[config.mk]
export PLATFORM = sky130hd
export DESIGN_NAME = fir_tree_sequencer
export DESIGN_NICKNAME = d
export VERILOG_FILES = /design/src/rtl/fir_pkg.sv /design/src/rtl/fir_sat_add.sv /design/src/rtl/fir_tree_sequencer.sv
export SDC_FILE = /design/constraint.sdc
export NUM_CORES = 2
export LEC_CHECK = 0
export CAP_MARGIN = 20
export CORE_AREA = 5 5 526 528
export CTS_BUF_LIST = sky130_fd_sc_hd__clkbuf_4 sky130_fd_sc_hd__clkbuf_8 sky130_fd_sc_hd__clkbuf_16
export CTS_CLUSTER_SIZE = 20
export DETAILED_ROUTE_END_ITERATION = 7
export DIE_AREA = 0 0 531 533
export GPL_ROUTABILITY_DRIVEN = 0
export PLACE_DENSITY = 0.37
export SKIP_CTS_REPAIR_TIMING = 1
export SYNTH_ARGS = -nofsm -noshare
export SYNTH_HDL_FRONTEND = slang
export SYNTH_SLANG_ARGS = --single-unit
[constraint.sdc]
create_clock -name clk -period 3.8 [get_ports clk]
set_input_delay 0.38 -clock clk [delete_from_list [all_inputs] [get_ports clk]]
set_output_delay 0.38 -clock clk [all_outputs]
set_load 0.01 [all_outputs]
[src/rtl/fir_pkg.sv]
// fir_pkg: shared word type, sequencer state encoding and saturation limits
// for the FIR adder-tree sequencer and its accumulate adder.
// Latency/backpressure: n/a (types and constants only).
package fir_pkg;

  typedef logic signed [31:0] fir_word_t;

  typedef enum logic [1:0] {
    SEQ_IDLE = 2'd0,
    SEQ_RUN  = 2'd1,
    SEQ_DONE = 2'd2
  } seq_state_t;

  localparam fir_word_t FIR_WORD_MAX = 32'sh7FFF_FFFF;
  localparam fir_word_t FIR_WORD_MIN = 32'sh8000_0000;

endpackage

[src/rtl/fir_sat_add.sv]
// fir_sat_add: two-input 32-bit signed adder used for the accumulate step.
// Latency: combinational. Backpressure: none.
// Build option FIR_SEQ_SAT_EN: result clamps to [FIR_WORD_MIN, FIR_WORD_MAX] and
// ovf reports the clamp; without it the add wraps and the ovf port is absent.
// Ports: a, b operands; sum result; ovf clamp indicator (saturating build only).
module fir_sat_add
  import fir_pkg::*;
(
  input  logic signed [31:0] a,
  input  logic signed [31:0] b,
`ifdef FIR_SEQ_SAT_EN
  output logic               ovf,
`endif
  output logic signed [31:0] sum
);

`ifdef FIR_SEQ_SAT_EN
  logic [32:0] wide;

  always_comb begin
    wide = {a[31], a} + {b[31], b};
    // Overflow when the carry-out sign disagrees with the 32-bit sign.
    ovf  = (wide[32] != wide[31]);
    if (!ovf) begin
      sum = wide[31:0];
    end else if (wide[32]) begin
      sum = FIR_WORD_MIN;
    end else begin
      sum = FIR_WORD_MAX;
    end
  end
`else
  always_comb begin
    sum = a + b;
  end
`endif

endmodule

[src/rtl/fir_tree_sequencer.sv]
// fir_tree_sequencer: reduces a TAPS-wide signed product vector through one shared
// external N-input adder tree, PASSES=ceil(TAPS/N) chunks, accumulating partial sums.
// Latency: out_valid rises PASSES edges after the accept edge; one vector in flight.
// Backpressure: result held in DONE until out_ready; in_ready is low outside IDLE.
// Build option FIR_SEQ_SAT_EN: saturating accumulate with sticky per-vector out_sat.
// Ports: clk/rst (sync, active-high); in_valid/in_ready/in_prod (TAPS x 32, lane k at
// [k*32 +: 32]); tree_in (N x 32, same packing) / tree_sum to the external tree;
// out_valid/out_ready/out_sum/out_sat result handshake; busy = not IDLE.
module fir_tree_sequencer
  import fir_pkg::*;
#(
  parameter int TAPS = 32,
  parameter int N    = 8
) (
  input  logic                   clk,
  input  logic                   rst,
  input  logic                   in_valid,
  output logic                   in_ready,
  input  logic [TAPS*32-1:0]     in_prod,
  output logic [N*32-1:0]        tree_in,
  input  logic signed [31:0]     tree_sum,
  output logic                   out_valid,
  input  logic                   out_ready,
  output logic signed [31:0]     out_sum,
  output logic                   out_sat,
  output logic                   busy
);

  localparam int PASSES = (TAPS + N - 1) / N;
  localparam int PW     = (PASSES > 1) ? $clog2(PASSES) : 1;

  seq_state_t        state_q, state_d;
  logic [PW-1:0]     p_q, p_d;
  fir_word_t         acc_q, acc_d;
  fir_word_t         out_sum_q, out_sum_d;
  logic [TAPS*32-1:0] prod_q, prod_d;

  fir_word_t         add_sum;
  fir_word_t         acc_next;
  logic              first_pass;
  logic              last_pass;

  assign first_pass = (p_q == '0);
  assign last_pass  = (p_q == PW'(PASSES - 1));

`ifdef FIR_SEQ_SAT_EN
  logic add_ovf;
  logic sat_q, sat_d;
  logic out_sat_q, out_sat_d;
  logic sat_next;

  fir_sat_add u_acc_add (
    .a   (acc_q),
    .b   (tree_sum),
    .ovf (add_ovf),
    .sum (add_sum)
  );

  // The first pass loads tree_sum directly, so it can never clamp.
  assign sat_next = first_pass ? 1'b0 : (sat_q | add_ovf);
`else
  fir_sat_add u_acc_add (
    .a   (acc_q),
    .b   (tree_sum),
    .sum (add_sum)
  );
`endif

  assign acc_next = first_pass ? tree_sum : add_sum;

  always_comb begin
    state_d   = state_q;
    p_d       = p_q;
    acc_d     = acc_q;
    out_sum_d = out_sum_q;
    prod_d    = prod_q;
`ifdef FIR_SEQ_SAT_EN
    sat_d     = sat_q;
    out_sat_d = out_sat_q;
`endif
    in_ready  = 1'b0;
    out_valid = 1'b0;

    case (state_q)
      SEQ_IDLE: begin
        in_ready = 1'b1;
        if (in_valid) begin
          prod_d  = in_prod;
          p_d     = '0;
`ifdef FIR_SEQ_SAT_EN
          sat_d   = 1'b0;
`endif
          state_d = SEQ_RUN;
        end
      end
      SEQ_RUN: begin
        acc_d = acc_next;
`ifdef FIR_SEQ_SAT_EN
        sat_d = sat_next;
`endif
        if (last_pass) begin
          out_sum_d = acc_next;
`ifdef FIR_SEQ_SAT_EN
          out_sat_d = sat_next;
`endif
          state_d   = SEQ_DONE;
        end else begin
          p_d = p_q + PW'(1);
        end
      end
      SEQ_DONE: begin
        out_valid = 1'b1;
        if (out_ready) begin
          state_d = SEQ_IDLE;
        end
      end
      default: state_d = SEQ_IDLE;
    endcase
  end

  // Tree operands: chunk p of the latched vector, zero-padded past TAPS; zeros when not running.
  always_comb begin
    tree_in = '0;
    if (state_q == SEQ_RUN) begin
      for (int i = 0; i < N; i++) begin
        if (int'(p_q) * N + i < TAPS) begin
          tree_in[i*32 +: 32] = prod_q[(int'(p_q) * N + i) * 32 +: 32];
        end
      end
    end
  end

  always_ff @(posedge clk) begin
    if (rst) begin
      state_q   <= SEQ_IDLE;
      p_q       <= '0;
      acc_q     <= '0;
      out_sum_q <= '0;
      prod_q    <= '0;
    end else begin
      state_q   <= state_d;
      p_q       <= p_d;
      acc_q     <= acc_d;
      out_sum_q <= out_sum_d;
      prod_q    <= prod_d;
    end
  end

`ifdef FIR_SEQ_SAT_EN
  always_ff @(posedge clk) begin
    if (rst) begin
      sat_q     <= 1'b0;
      out_sat_q <= 1'b0;
    end else begin
      sat_q     <= sat_d;
      out_sat_q <= out_sat_d;
    end
  end

  assign out_sat = out_sat_q;
`else
  assign out_sat = 1'b0;
`endif

  assign out_sum = out_sum_q;
  assign busy    = (state_q != SEQ_IDLE);

endmodule

==> metrics <==
die area=283000 um^2; cell mode on critical path=buf_12; Worst Hold End=prod_q[534]; hold path cells=3; Min-Delay Path Class=in2reg; GR met2 Demand/Resource=30.0%; crit end category=primary output; DP HPWL=around 200000 um; Final Hold Viols=0; First-pass DRT Iterations=5; FP Rows=approximately 190; Mapped Cells=5603; reg2reg start=acc_q[0]; setup violators final=0; WL final=261000 um; Syn Std Cell Area=~47000 um^2; Die H=533 um; Worst Path Arrival=3.25 ns; nets@finish=7875; Remaining DRCs=0; Max H-tree Level=4; Slew Limit Fails=0; vias in the first global route=45.5k; R2R Path End=out_sum[26]; min cycle time layout=~3.6 ns; gr usage total=~18%; total I/O pin count=around 1.4k; WHS=0.115 ns; CTS root buffer=clkbuf_16; first-pass GRT wire length=358000 um; Lkg Pwr=25.0 nW; Clk Latency, worst-skew pair=0.80 ns; worst path cell trace=buf_12, buf_12, mux4_2, and2_1, clkdlybuf4s50_1; Num CTS Buffers=between 150 and 200; Worst Path Required=between 3 and 4 ns; crit start category=flip-flop; DP Area=64500 um^2; initial antenna violation count=132; slowest CP cell=mux4_2; Max Fclk=276 MHz; Die Wd=531 um; post-route cell area=69900 um^2; Area Growth Syn to Fin=49.5%; max incr delay on CP=approximately 0.72 ns; Yosys cell types=51; starting density of the core=17.2%; Starting DRT DRC Count=roughly 2.5k; Total Power=approximately 32 mW; critical path class=reg2out; final core utilization=25.7%; most frequent cells in the layout=nand2_1 (2083), clkdlybuf4s50_1 (1349), dfxtp_1 (1090); via count=44.9k; top-area cell type share of the netlist area=46.8%; ys async rst share=0%; post-route ant nets=0; clk sinks=about 1.1k; met1 Use GR=between 20% and 30%; flops & latches, synth=1092; DR WL/cell=24.9 um; Fin Setup TNS=0 ns; Clock Path Buffers=4; R2R depth=12; EDFF count, synth=0; ys flop type=dfxtp_1; commonest non-fill, non-tap cell in the layout=nand2_1; R2R setup slack=around 0.63 ns; maximum vdd drop=roughly 330 uV; Worst Hold Launch=in_prod[534]; GR Overflow Total=0; synth top area cells=dfxtp_1 (47%), nand2_1 (17%), mux4_2 (12%), a21oi_1 (11%), and2_1 (3.5%); Most Used Layer, Global Route=met2; cell area power density=460 nW/um^2; GR Util met3=under 10%; Critical Path Fanout Max=39; outcome=complete, no violations; Max Cap Violations=0; YS warnings=0; Setup Skew=around 0.043 ns; core area=272000 um^2; CTS tree=built; Tightest Pin Transition=1.06 ns; largest net degree at the start of global routing=210; Yosys top cell by area=dfxtp_1; Port Buffers=1350; Syn Area/Cell=8.34 um^2; headroom to the max-slew limit=29.2%; vias per cell=4.27; Seq/Total Area, Yosys=46.8%; share of cells above drive strength 1=under 10%; Clock transition at path regs=around 0.060 ns; crit share post-route=95.5%; syn_nets=about 6.7k
==> worst max-delay path: cells and delay by family, from the launching register on <==
kind	cells	cell delay (ns)
buffers and inverters	3	1.02
DFF	1	0.38
muxes	1	0.72
and+or+nand+nor	1	0.24
==> cell usage after synthesis, drive strengths merged, types with 4 or more instances <==
library cell,n
o41ai,4
o21ai,17
o21bai,5
nand4,6
nand3b,4
nor4,4
xnor2,20
nand2,2084
o21a,5
clkbuf,415
inv,8
a311oi,7
mux2i,7
a21oi,1073
nor2,104
mux4,256
nand3,11
nor3,8
buf,49
nor2b,8
dfxtp,1092
and2,260
nand2b,12
and3,5
ha,33
a21o,19
a211oi,39
a31oi,8
xor2,8
==> flip-flops by register name, summed over array words and instances (netlist names) <==
| register | cells |
|---|---|
| state_q | 2 |
| acc_q | 32 |
| out_sum | 32 |
| p_q | 2 |
| prod_q | 1024 |
==> how the worst max path moves through the flow <==
stage	end	depth (start not counted)	from
after global routing	tree_in[111]	5	p_q[0]
after global placement	acc_q[26]	13	tree_sum[0]
after detailed placement	acc_q[28]	13	tree_sum[0]
after floorplan	acc_q[31]	10	p_q[0]
after CTS	tree_in[225]	5	p_q[0]
final	tree_in[212]	5	p_q[0]
==> routing by layer <==
layer | part of all wire [%] | up-vias
met2 | 48 | 1411
met1 | 41 | 21800
li1 | - | 21200
met4 | 2.5 | 94
met3 | 8.0 | 407
met5 | 0.23 | -
==> kinds of logic (layout without fill, tap and decap cells) <==
group,after synthesis,in the layout,share of synthesized area [%]
other,1,35,0.00803
DFF,1092,1092,46.8
buffers and inverters,472,1755,3.80
xor gates and xnor gates,28,28,0.525
and+or+nand+nor,2515,2515,21.9
AOI/OAI and AO/OA,1198,1198,13.5
adders and majority gates,34,34,0.927
muxes,263,263,12.5
==> report_power, final <==
part / leakage [nW] / total, mW / switching [mW] / internal (mW)
combinational: 13.5 / 4.95 / 2.57 / 2.38
clock: 2.54 / 14.6 / 5.67 / 8.95
sequential: 8.97 / 12.6 / 0.435 / 12.2
total: 25.0 / 32.2 / 8.67 / 23.5
==> stage by stage <==
stage | cells | worst slack, ns
floorplan | 5603 | 1.01
global placement | 10200 | 0.0131
detailed placement | 10200 | 0.109
CTS | 10500 | -0.344
global route | 10500 | -0.0116
finish | 10500 | 0.173
==> final cells by class <==
class / instances / area, um^2
diodes: 34 / 85.1
flip-flops and latches: 1092 / 21900
well taps: 3589 / 4490
clock inverters: 42 / 541
inverters: 8 / 30.0
multi-input cells: 4039 / 23100
clock buffers: 216 / 4530
fillers: 29600 / 202000
repair buffers: 1489 / 15200
Power figures use the tool's default switching activity.
